File: config.mk
export PLATFORM = sky130hd
export DESIGN_NAME = float_sweep_gen
export DESIGN_NICKNAME = d
export VERILOG_FILES = /design/src/rtl/float_pkg.sv /design/src/rtl/fix2float.sv /design/src/rtl/float_sweep_gen.sv
export SDC_FILE = /design/constraint.sdc
export NUM_CORES = 1
export LEC_CHECK = 0
export CAP_MARGIN = 30
export CORE_MARGIN = 8
export CORE_UTILIZATION = 50
export CTS_CLUSTER_DIAMETER = 100
export DETAILED_ROUTE_END_ITERATION = 6
export PLACE_DENSITY = 0.73
export SETUP_SLACK_MARGIN = 0.1
export SKIP_CTS_REPAIR_TIMING = 1
export SLEW_MARGIN = 20
export SYNTH_ARGS = -nofsm -noshare
export SYNTH_HDL_FRONTEND = slang
export SYNTH_SLANG_ARGS = --single-unit
File: constraint.sdc
create_clock -name i_clk -period 4.3 [get_ports i_clk]
set_input_delay 0.645 -clock i_clk [delete_from_list [all_inputs] [get_ports i_clk]]
set_output_delay 0.645 -clock i_clk [all_outputs]
set_load 0.01 [all_outputs]
File: src/rtl/float_pkg.sv
// Shared IEEE-754 single-precision field definitions and sweep FSM states
// for the float stimulus blocks.
package float_pkg;

  localparam int EXP_BIAS = 127;
  localparam int EXP_W    = 8;
  localparam int MAN_W    = 23;

  typedef struct packed {
    logic             sign;
    logic [EXP_W-1:0] expo;
    logic [MAN_W-1:0] man;
  } float_t;

  typedef enum logic [1:0] {
    IDLE,
    RUN,
    DRAIN
  } sweep_state_e;

endpackage

File: src/rtl/fix2float.sv
// Signed 32-bit fixed point (FRAC_BITS fraction bits) to IEEE-754 single.
// Purely combinational; truncates extra mantissa bits (round toward zero).
module fix2float #(
  parameter int FRAC_BITS = 16
) (
  input  logic [31:0] i_fix,
  output logic [31:0] o_float
);
  import float_pkg::*;

  logic [31:0] w_mag;
  logic [4:0]  w_pos;
  logic [31:0] w_norm;
  float_t      w_f;

  // Magnitude of 0x8000_0000 is 2^31, which still fits as unsigned.
  always_comb begin
    w_mag = i_fix[31] ? (~i_fix + 32'd1) : i_fix;
    w_pos = '0;
    for (int i = 0; i < 32; i++) begin
      if (w_mag[i]) w_pos = 5'(i);
    end
    w_norm   = w_mag << (5'd31 - w_pos);
    w_f.sign = i_fix[31];
    w_f.expo = EXP_W'(EXP_BIAS + int'(w_pos) - FRAC_BITS);
    w_f.man  = MAN_W'(w_norm >> (31 - MAN_W));
    o_float  = (i_fix == 32'd0) ? 32'd0 : w_f;
  end

endmodule

File: src/rtl/float_sweep_gen.sv
// Linear sweep generator: fixed-point accumulator stepped per accepted sample,
// converted to IEEE-754 single and delivered over a valid/ready stream.
module float_sweep_gen #(
  parameter int          FRAC_BITS = 16,
  parameter logic [31:0] START     = 32'hFFFB_0000,
  parameter logic [31:0] STEP      = 32'h0000_028F,
  parameter int          COUNT     = 1000,
  parameter int          IDX_W     = 10
) (
  input  logic             i_clk,
  input  logic             i_rst_n,
  input  logic             i_start,
  output logic             o_busy,
  output logic             o_done,
  output logic             o_ovf,
  output logic             o_out_valid,
  input  logic             i_out_ready,
  output logic [31:0]      o_x_out,
  output logic [IDX_W-1:0] o_idx
);
  import float_pkg::*;

  localparam logic [IDX_W:0] LAST = (IDX_W+1)'(COUNT - 1);

  sweep_state_e     r_state, w_next;
  logic [31:0]      r_acc, r_x;
  logic [IDX_W:0]   r_cnt;
  logic [IDX_W-1:0] r_idx;
  logic             r_valid, r_done, r_ovf;
  logic [31:0]      w_sum, w_float;
  logic             w_load, w_xfer, w_accept, w_wrap;

  assign w_xfer   = r_valid && i_out_ready;
  assign w_load   = (r_state == RUN) && (!r_valid || i_out_ready);
  assign w_accept = (r_state == IDLE) && i_start;
  assign w_sum    = r_acc + STEP;
  assign w_wrap   = (r_acc[31] == STEP[31]) && (w_sum[31] != r_acc[31]);

  fix2float #(.FRAC_BITS(FRAC_BITS)) u_fix2float (
    .i_fix   (r_acc),
    .o_float (w_float)
  );

  always_ff @(posedge i_clk or negedge i_rst_n) begin
    if (!i_rst_n) r_state <= IDLE;
    else          r_state <= w_next;
  end

  always_comb begin
    w_next = r_state;
    case (r_state)
      IDLE:    if (i_start) w_next = RUN;
      RUN:     if (w_load && (r_cnt == LAST)) w_next = DRAIN;
      DRAIN:   if (w_xfer) w_next = IDLE;
      default: w_next = IDLE;
    endcase
  end

  // The last load in RUN leaves out_valid high; DRAIN only waits for its transfer.
  always_ff @(posedge i_clk or negedge i_rst_n) begin
    if (!i_rst_n) begin
      r_acc   <= START;
      r_cnt   <= '0;
      r_x     <= '0;
      r_idx   <= '0;
      r_valid <= 1'b0;
      r_done  <= 1'b0;
      r_ovf   <= 1'b0;
    end else begin
      r_done <= 1'b0;
      if (w_accept) begin
        r_acc <= START;
        r_cnt <= '0;
        r_ovf <= 1'b0;
      end
      if (w_load) begin
        r_x     <= w_float;
        r_idx   <= r_cnt[IDX_W-1:0];
        r_valid <= 1'b1;
        r_acc   <= w_sum;
        r_cnt   <= r_cnt + 1'b1;
        if (w_wrap) r_ovf <= 1'b1;
      end else if ((r_state == DRAIN) && w_xfer) begin
        r_valid <= 1'b0;
        r_done  <= 1'b1;
      end
    end
  end

  assign o_busy      = (r_state != IDLE);
  assign o_done      = r_done;
  assign o_ovf       = r_ovf;
  assign o_out_valid = r_valid;
  assign o_x_out     = r_x;
  assign o_idx       = r_idx;

endmodule

======== Word level (Yosys, flattened, before mapping) ========
Index checks and enable logic that the tools add are counted.
cells by class
  $add $sub $neg .......................... 6
  equality and inequality tests ........... 7
  shifts and indexed selects .............. 1
  muxes and demuxes ....................... 48
  bitwise gates (word level) .............. 2
  reduce and logical (&&, ||, !) cells .... 14
operator list
  cell                                                   number
  2-to-1 mux 5 bit                                       30
  2-to-1 mux 32 bit                                      4
  adder 32 x 1 -> 32 bit, second input constant          1
  adder 32 x 10 -> 32 bit, second input constant         1
  logical NOT 32 bit                                     1
  NOT 32 bit                                             1
  << shifter 32 x 5 -> 31 bit                            1
  2-to-1 mux 11 bit                                      2
  adder 11 x 1 -> 11 bit, second input constant          1
  equality test 11 x 10 -> 1 bit, second input constant  1
  adder 7 x 5 -> 8 bit, first input constant             1
  2-to-1 mux 1 bit                                       8
  subtractor 8 x 6 -> 8 bit, second input constant       1
  logical AND 1 bit                                      6
  2-to-1 mux 2 bit                                       3
  one-hot mux 2 bit (3 select lines)                     1
  nonzero test 2 bit                                     3
  subtractor 5 bit, first input constant                 1
  inequality test 2 bit, second input constant           2
  AND reduction 3 bit                                    1
  equality test 2 x 1 -> 1 bit, second input constant    1
  equality test 2 bit, second input constant             1
  logical NOT 2 bit                                      1
  inequality test 2 x 1 -> 1 bit, second input constant  1
  other kinds (4)                                        4
storage, ports and cells
  register bits after elaboration ......... 90
  input bits .............................. 4
  output and inout bits ................... 46
  word-level logic and storage cells ...... 86

======== Logic depth before layout (Yosys ltp) ========
  depth after elaboration ................. 37
  mapped depth ............................ 20
  depth with buffers taken out ............ 15

======== Modules after synthesis ========
From an unflattened synthesis, not the netlist that was laid out.
second synthesis, totals
  cell total of the unflattened synthesis .. 1005
  area total of the unflattened synthesis .. 7885.1 sq um
by module, submodules not included
  module           times used  cells each  area each (sq um)  seq. area each (sq um)
  float_sweep_gen  1           420         3997.6             2270.9
  fix2float        1           585         3887.5             0.0

======== Worst setup path before layout ========
No wires, ideal clock.
  path kind ............................... reg-to-reg
  from .................................... register r_acc[9]
  to ...................................... register r_x[21], in the netlist o_x_out[21]
  setup time .............................. 0.065 ns
  arrival time ............................ 4.538 ns
  required time ........................... 4.235 ns
  path slack .............................. -0.304 ns
  cell stages (with the launch flop) ...... 17
  buffers on the path ..................... 3
  clock period less this slack ............ 4.604 ns
  path through ............................ dfrtp_1 buf_6 or4_1 buf_2 or4_4 nor3b_1 or2_1 or2_0 o311a_1 o31ai_4 nor2_4 inv_2 buf_6 mux2_1 mux4_2 a221oi_2 a22o_1
on the way
  word-level cells in the longest chain between the ends .. 29
  elaborated cells on any way between the ends .. 30
  those cells by class .................... add/sub (2); shift (1); mux (25); bitwise (1); reduce/logical (1)
RTL lines
  what                             RTL line               text
  from (decl)                      float_sweep_gen.sv:26  logic [31:0] r_acc, r_x;
  from (signal assigned)           float_sweep_gen.sv:80  r_acc <= w_sum;
  NOT 32 bit                       fix2float.sv:18        w_mag = i_fix[31] ? (~i_fix + 32'd1) : i_fix;
  adder 32 x 1 -> 32 bit           fix2float.sv:18
  2-to-1 mux 32 bit                fix2float.sv:18
  2-to-1 mux 5 bit (23 in series)  fix2float.sv:21        if (w_mag[i]) w_pos = 5'(i);
  subtractor 5 bit                 fix2float.sv:23        w_norm = w_mag << (5'd31 - w_pos);
  << shifter 32 x 5 -> 31 bit      fix2float.sv:23
  2-to-1 mux 32 bit (*)            fix2float.sv:27        o_float = (i_fix == 32'd0) ? 32'd0 : w_f;
  to (signal assigned)             float_sweep_gen.sv:77  r_x <= w_float;
  to (decl)                        float_sweep_gen.sv:26
Every way passes the cells marked *; elsewhere a longest branch is shown, timed or not.
A chain may end at the register's enable or synchronous reset.

======== Final worst setup path ========
  from .................................... register r_acc[1]
  to ...................................... register r_x[21], in the netlist o_x_out[21]
on the way
  word-level cells in the longest chain between the ends .. 37
  elaborated cells on any way between the ends .. 38
  those cells by class .................... add/sub (2); shift (1); mux (33); bitwise (1); reduce/logical (1)
RTL lines
  what                             RTL line
  NOT 32 bit                       fix2float.sv:18
  adder 32 x 1 -> 32 bit           fix2float.sv:18
  2-to-1 mux 32 bit                fix2float.sv:18
  2-to-1 mux 1 bit                 fix2float.sv:21
  2-to-1 mux 5 bit (30 in series)  fix2float.sv:21
  subtractor 5 bit                 fix2float.sv:23
  << shifter 32 x 5 -> 31 bit      fix2float.sv:23
  2-to-1 mux 32 bit (*)            fix2float.sv:27
Marks and branches as above.

==> impl_metrics.ini <==
[yosys]
syn_area_per_cell_um2 = 8.22
synth_area_leaders = dfrtp_1, mux2i_1, nand2_1
syn_area_um2 = 7520
synthArstFlopShare = 1.00
synth_nets = 923
ys_ff_latch = 90
yosys.area.top_type = dfrtp_1
synth_ff_type = dfrtp_1
yosys_warnings = 0
synth_edf_count = 0
seq_area_frac_synth = 0.302
synth.distinct_cells = 89
synthCells = 915
yosysTopAreaCellShare = 0.250

[cts]
root_buffer = clkbuf_16
cts_sinks = 90
cts_htree_levels = 3
clk_path_buf_depth = 2
clk_pin_slew_worst_paths_ns = 0.08
cts_buffers = 9
insertion_delay_ns = 0.36
cts_tree = done

[power]
vdd.ir_drop.worst_uv = 245
powerDensity_nw_per_um2 = 473
leakagePower_nw = 4.17

[setup_path]
critPathKind = flip-flop to flip-flop
cpPeakStageDelay_ns = 0.55
cp_top_family = compound AO/OA/AOI/OAI gates
worst_setup_path_start_kind = flip-flop
slowest_stage = or4_4
critPathCaptureType = flip-flop
crit_fanout = 5
crit_buf_inv = 1
required_ns = 4.55
critPathArrivalTime_ns = 4.51
cp_cell_sequence = or4_4 -> or4_4 -> nor3b_4 -> or2_1 -> or2_0 -> o311a_1 -> buf_4 -> o31a_1 -> a21oi_1 -> a21oi_1 -> a22o_1 -> a2111o_1 -> a22o_1

[final_layout]
layout-drive-gt1-share = 0.274
fin_util = 0.656
seq_area_um2 = 2270
final_area_um2 = 9790
fillerInstances = 1217
multi_input_area_um2 = 5220
syn2layout_area_growth_pct = 30.2
n_antenna_cell = 0
final_cells = 1247
final_nets = 1062

[timing]
setup_violations = 0
max_slew_margin = 0.435
setup_slack_ns = 0.0473
finalMaxSlewViolations = 0
hold_viol = 0
clock_skew_ns = 0.0100
fin_crit_sh = 0.989
min_period_ns = 4.25
fmax_mhz = 235
rsz0062_at_grt = yes
worstMarginPinSlew_ns = 0.842
holdWs_ns = 0.391

[global_routing]
grt_overflow = 0
grt_pass1_vias = 7348
grt_first_pass_wirelength_um = 38300
grt_use_total = 0.240
antenna_found_initial = 0
grt_max_degree = 64

[routing]
viasPerCell = 6.31
ant_nets = 0
vias = 7869
drt-initial-drc-count = 919
wirelength_um = 24000
first_pass_iters = 5
drcViolationCount = 0
post_drt_wl_per_cell_um = 19.2

[floorplanning]
die_height_um = 139
rows = 45
boundaryPins = 50
core_area_um2 = 14900
initial_core_util = 0.504
fp.dieArea_um2 = 19200
die_w_um = 139

[placement]
io_buffer_count = 49
place_inst = 1211
dp_slack_ns = -0.0830
placed_area_um2 = 8960
dp_hpwl_um = 17800
gp_congestion = 1.01

[status]
status = completed

[run]
drv_cap = 0

[hold_path]
worstHoldPathType = input pin to async pin
-- Yosys cell counts, drive strengths merged (6+ instances only) --
cell type / n
or2: 8
and2: 10
o31ai: 20
dfrtp: 75
buf: 22
o41ai: 7
a21o: 6
xnor2: 21
a221oi: 6
or3: 10
nor4: 23
a31o: 6
a32o: 6
nand2b: 8
nor3: 25
and3: 9
a22o: 10
o21ai: 62
a211oi: 8
nand2: 114
mux2: 13
a31oi: 13
nand4: 11
o211ai: 9
o22ai: 7
inv: 18
a21oi: 42
clkbuf: 53
nor3b: 7
a22oi: 7
or4: 8
mux2i: 66
xor2: 13
dfstp: 15
nand3: 42
nor2: 61
-- path summary, 6_finish.rpt --
kind / start / to / slack (ns) / cells after the start
worst max-delay path: r_acc[1]$_DFFE_PN0P_ / o_x_out[21]$_DFFE_PN0P_ / 0.05 / 13
worst min-delay path: i_rst_n / o_ovf$_DFF_PN0_ / 0.39 / 1
worst max register to register: r_acc[1]$_DFFE_PN0P_ / o_x_out[21]$_DFFE_PN0P_ / 0.05 / 13
worst min register to register: o_x_out[29]$_DFFE_PN0P_ / o_x_out[29]$_DFFE_PN0P_ / 0.47 / 2
max in group asynchronous: i_rst_n / o_x_out[22]$_DFFE_PN0P_ / 3.01 / 2
min in group i_clk: o_x_out[29]$_DFFE_PN0P_ / o_x_out[29]$_DFFE_PN0P_ / 0.47 / 2
-- per-layer routing --
layer	routed length, um	GRT usage	vias up
li1	-	-	3706
met1	10400	0.316	3757
met2	11100	0.377	352
met3	1820	0.0510	54
met4	669	0.0917	0
met5	0	0	-
-- cell type report --
class | instances | area share
Inverter | 19 | 0.00818
Multi-Input combinational cell | 732 | 0.533
Clock inverter | 7 | 0.00856
Tap cell | 188 | 0.0240
Clock buffer | 9 | 0.0230
Sequential cell | 90 | 0.232
Timing Repair Buffer | 202 | 0.172
-- report_power, final --
group	switching [mW]	total, mW	internal [mW]
registers	0.152	1.18	1.03
clock network	0.400	0.816	0.416
logic	1.42	2.64	1.22
-- logic make-up after synthesis --
| family | Yosys count | share of synthesized area |
|---|---|---|
| flip-flops | 90 | 0.302 |
| adder cells (fa/ha/maj) | 4 | 0.00666 |
| multiplexers | 80 | 0.110 |
| AND/OR/NAND/NOR | 354 | 0.241 |
| buffers and inverters | 94 | 0.0536 |
| XOR/XNOR | 34 | 0.0406 |
| AO/OA/AOI/OAI | 259 | 0.245 |
-- registers in the layout, indices dropped and copies added (netlist names) --
register,flops
o_x_out,32
r_acc,32
r_cnt,11
o_idx,10
r_state,2
o_done,1
o_out_valid,1
o_ovf,1
-- worst reg2reg max path, cell delays in order (launching register included) --
cell	delay, ns
dfrtp_1	0.41
or4_4	0.55
or4_4	0.53
nor3b_4	0.16
or2_1	0.22
or2_0	0.20
o311a_1	0.38
buf_4	0.16
o31a_1	0.39
a21oi_1	0.19
a21oi_1	0.09
a22o_1	0.22
a2111o_1	0.46
a22o_1	0.20
-- metrics by stage --
| stage | total power [mW] | TNS, ns |
|---|---|---|
| global route | 4.90 | -0.144 |
| floorplan | 2.57 | -0.261 |
| CTS | 4.39 | -0.536 |
| finish | 4.63 | 0 |
| detailed placement | 3.56 | -0.303 |
| global placement | 3.54 | 0 |
-- cells in the final DEF, fill, tap and decap left out, drive strengths merged, types with 8 or more instances in the layout --
cell type      count
mux2              13
nand2b             8
inv               19
nand3             42
a22o              10
or4                8
nand2            114
a211oi             8
nor3              25
mux2i             66
o21ai             63
clkbuf             9
buf              154
xnor2             21
xor2              13
dfstp             15
nor2              61
nand4             11
and3               9
o31ai             20
nor4              23
a21oi             42
or2                8
or3               10
clkdlybuf4s50     48
o211ai             9
a31oi             13
dfrtp             75
and2              10
No activity file was read; power rests on OpenSTA's default activity.
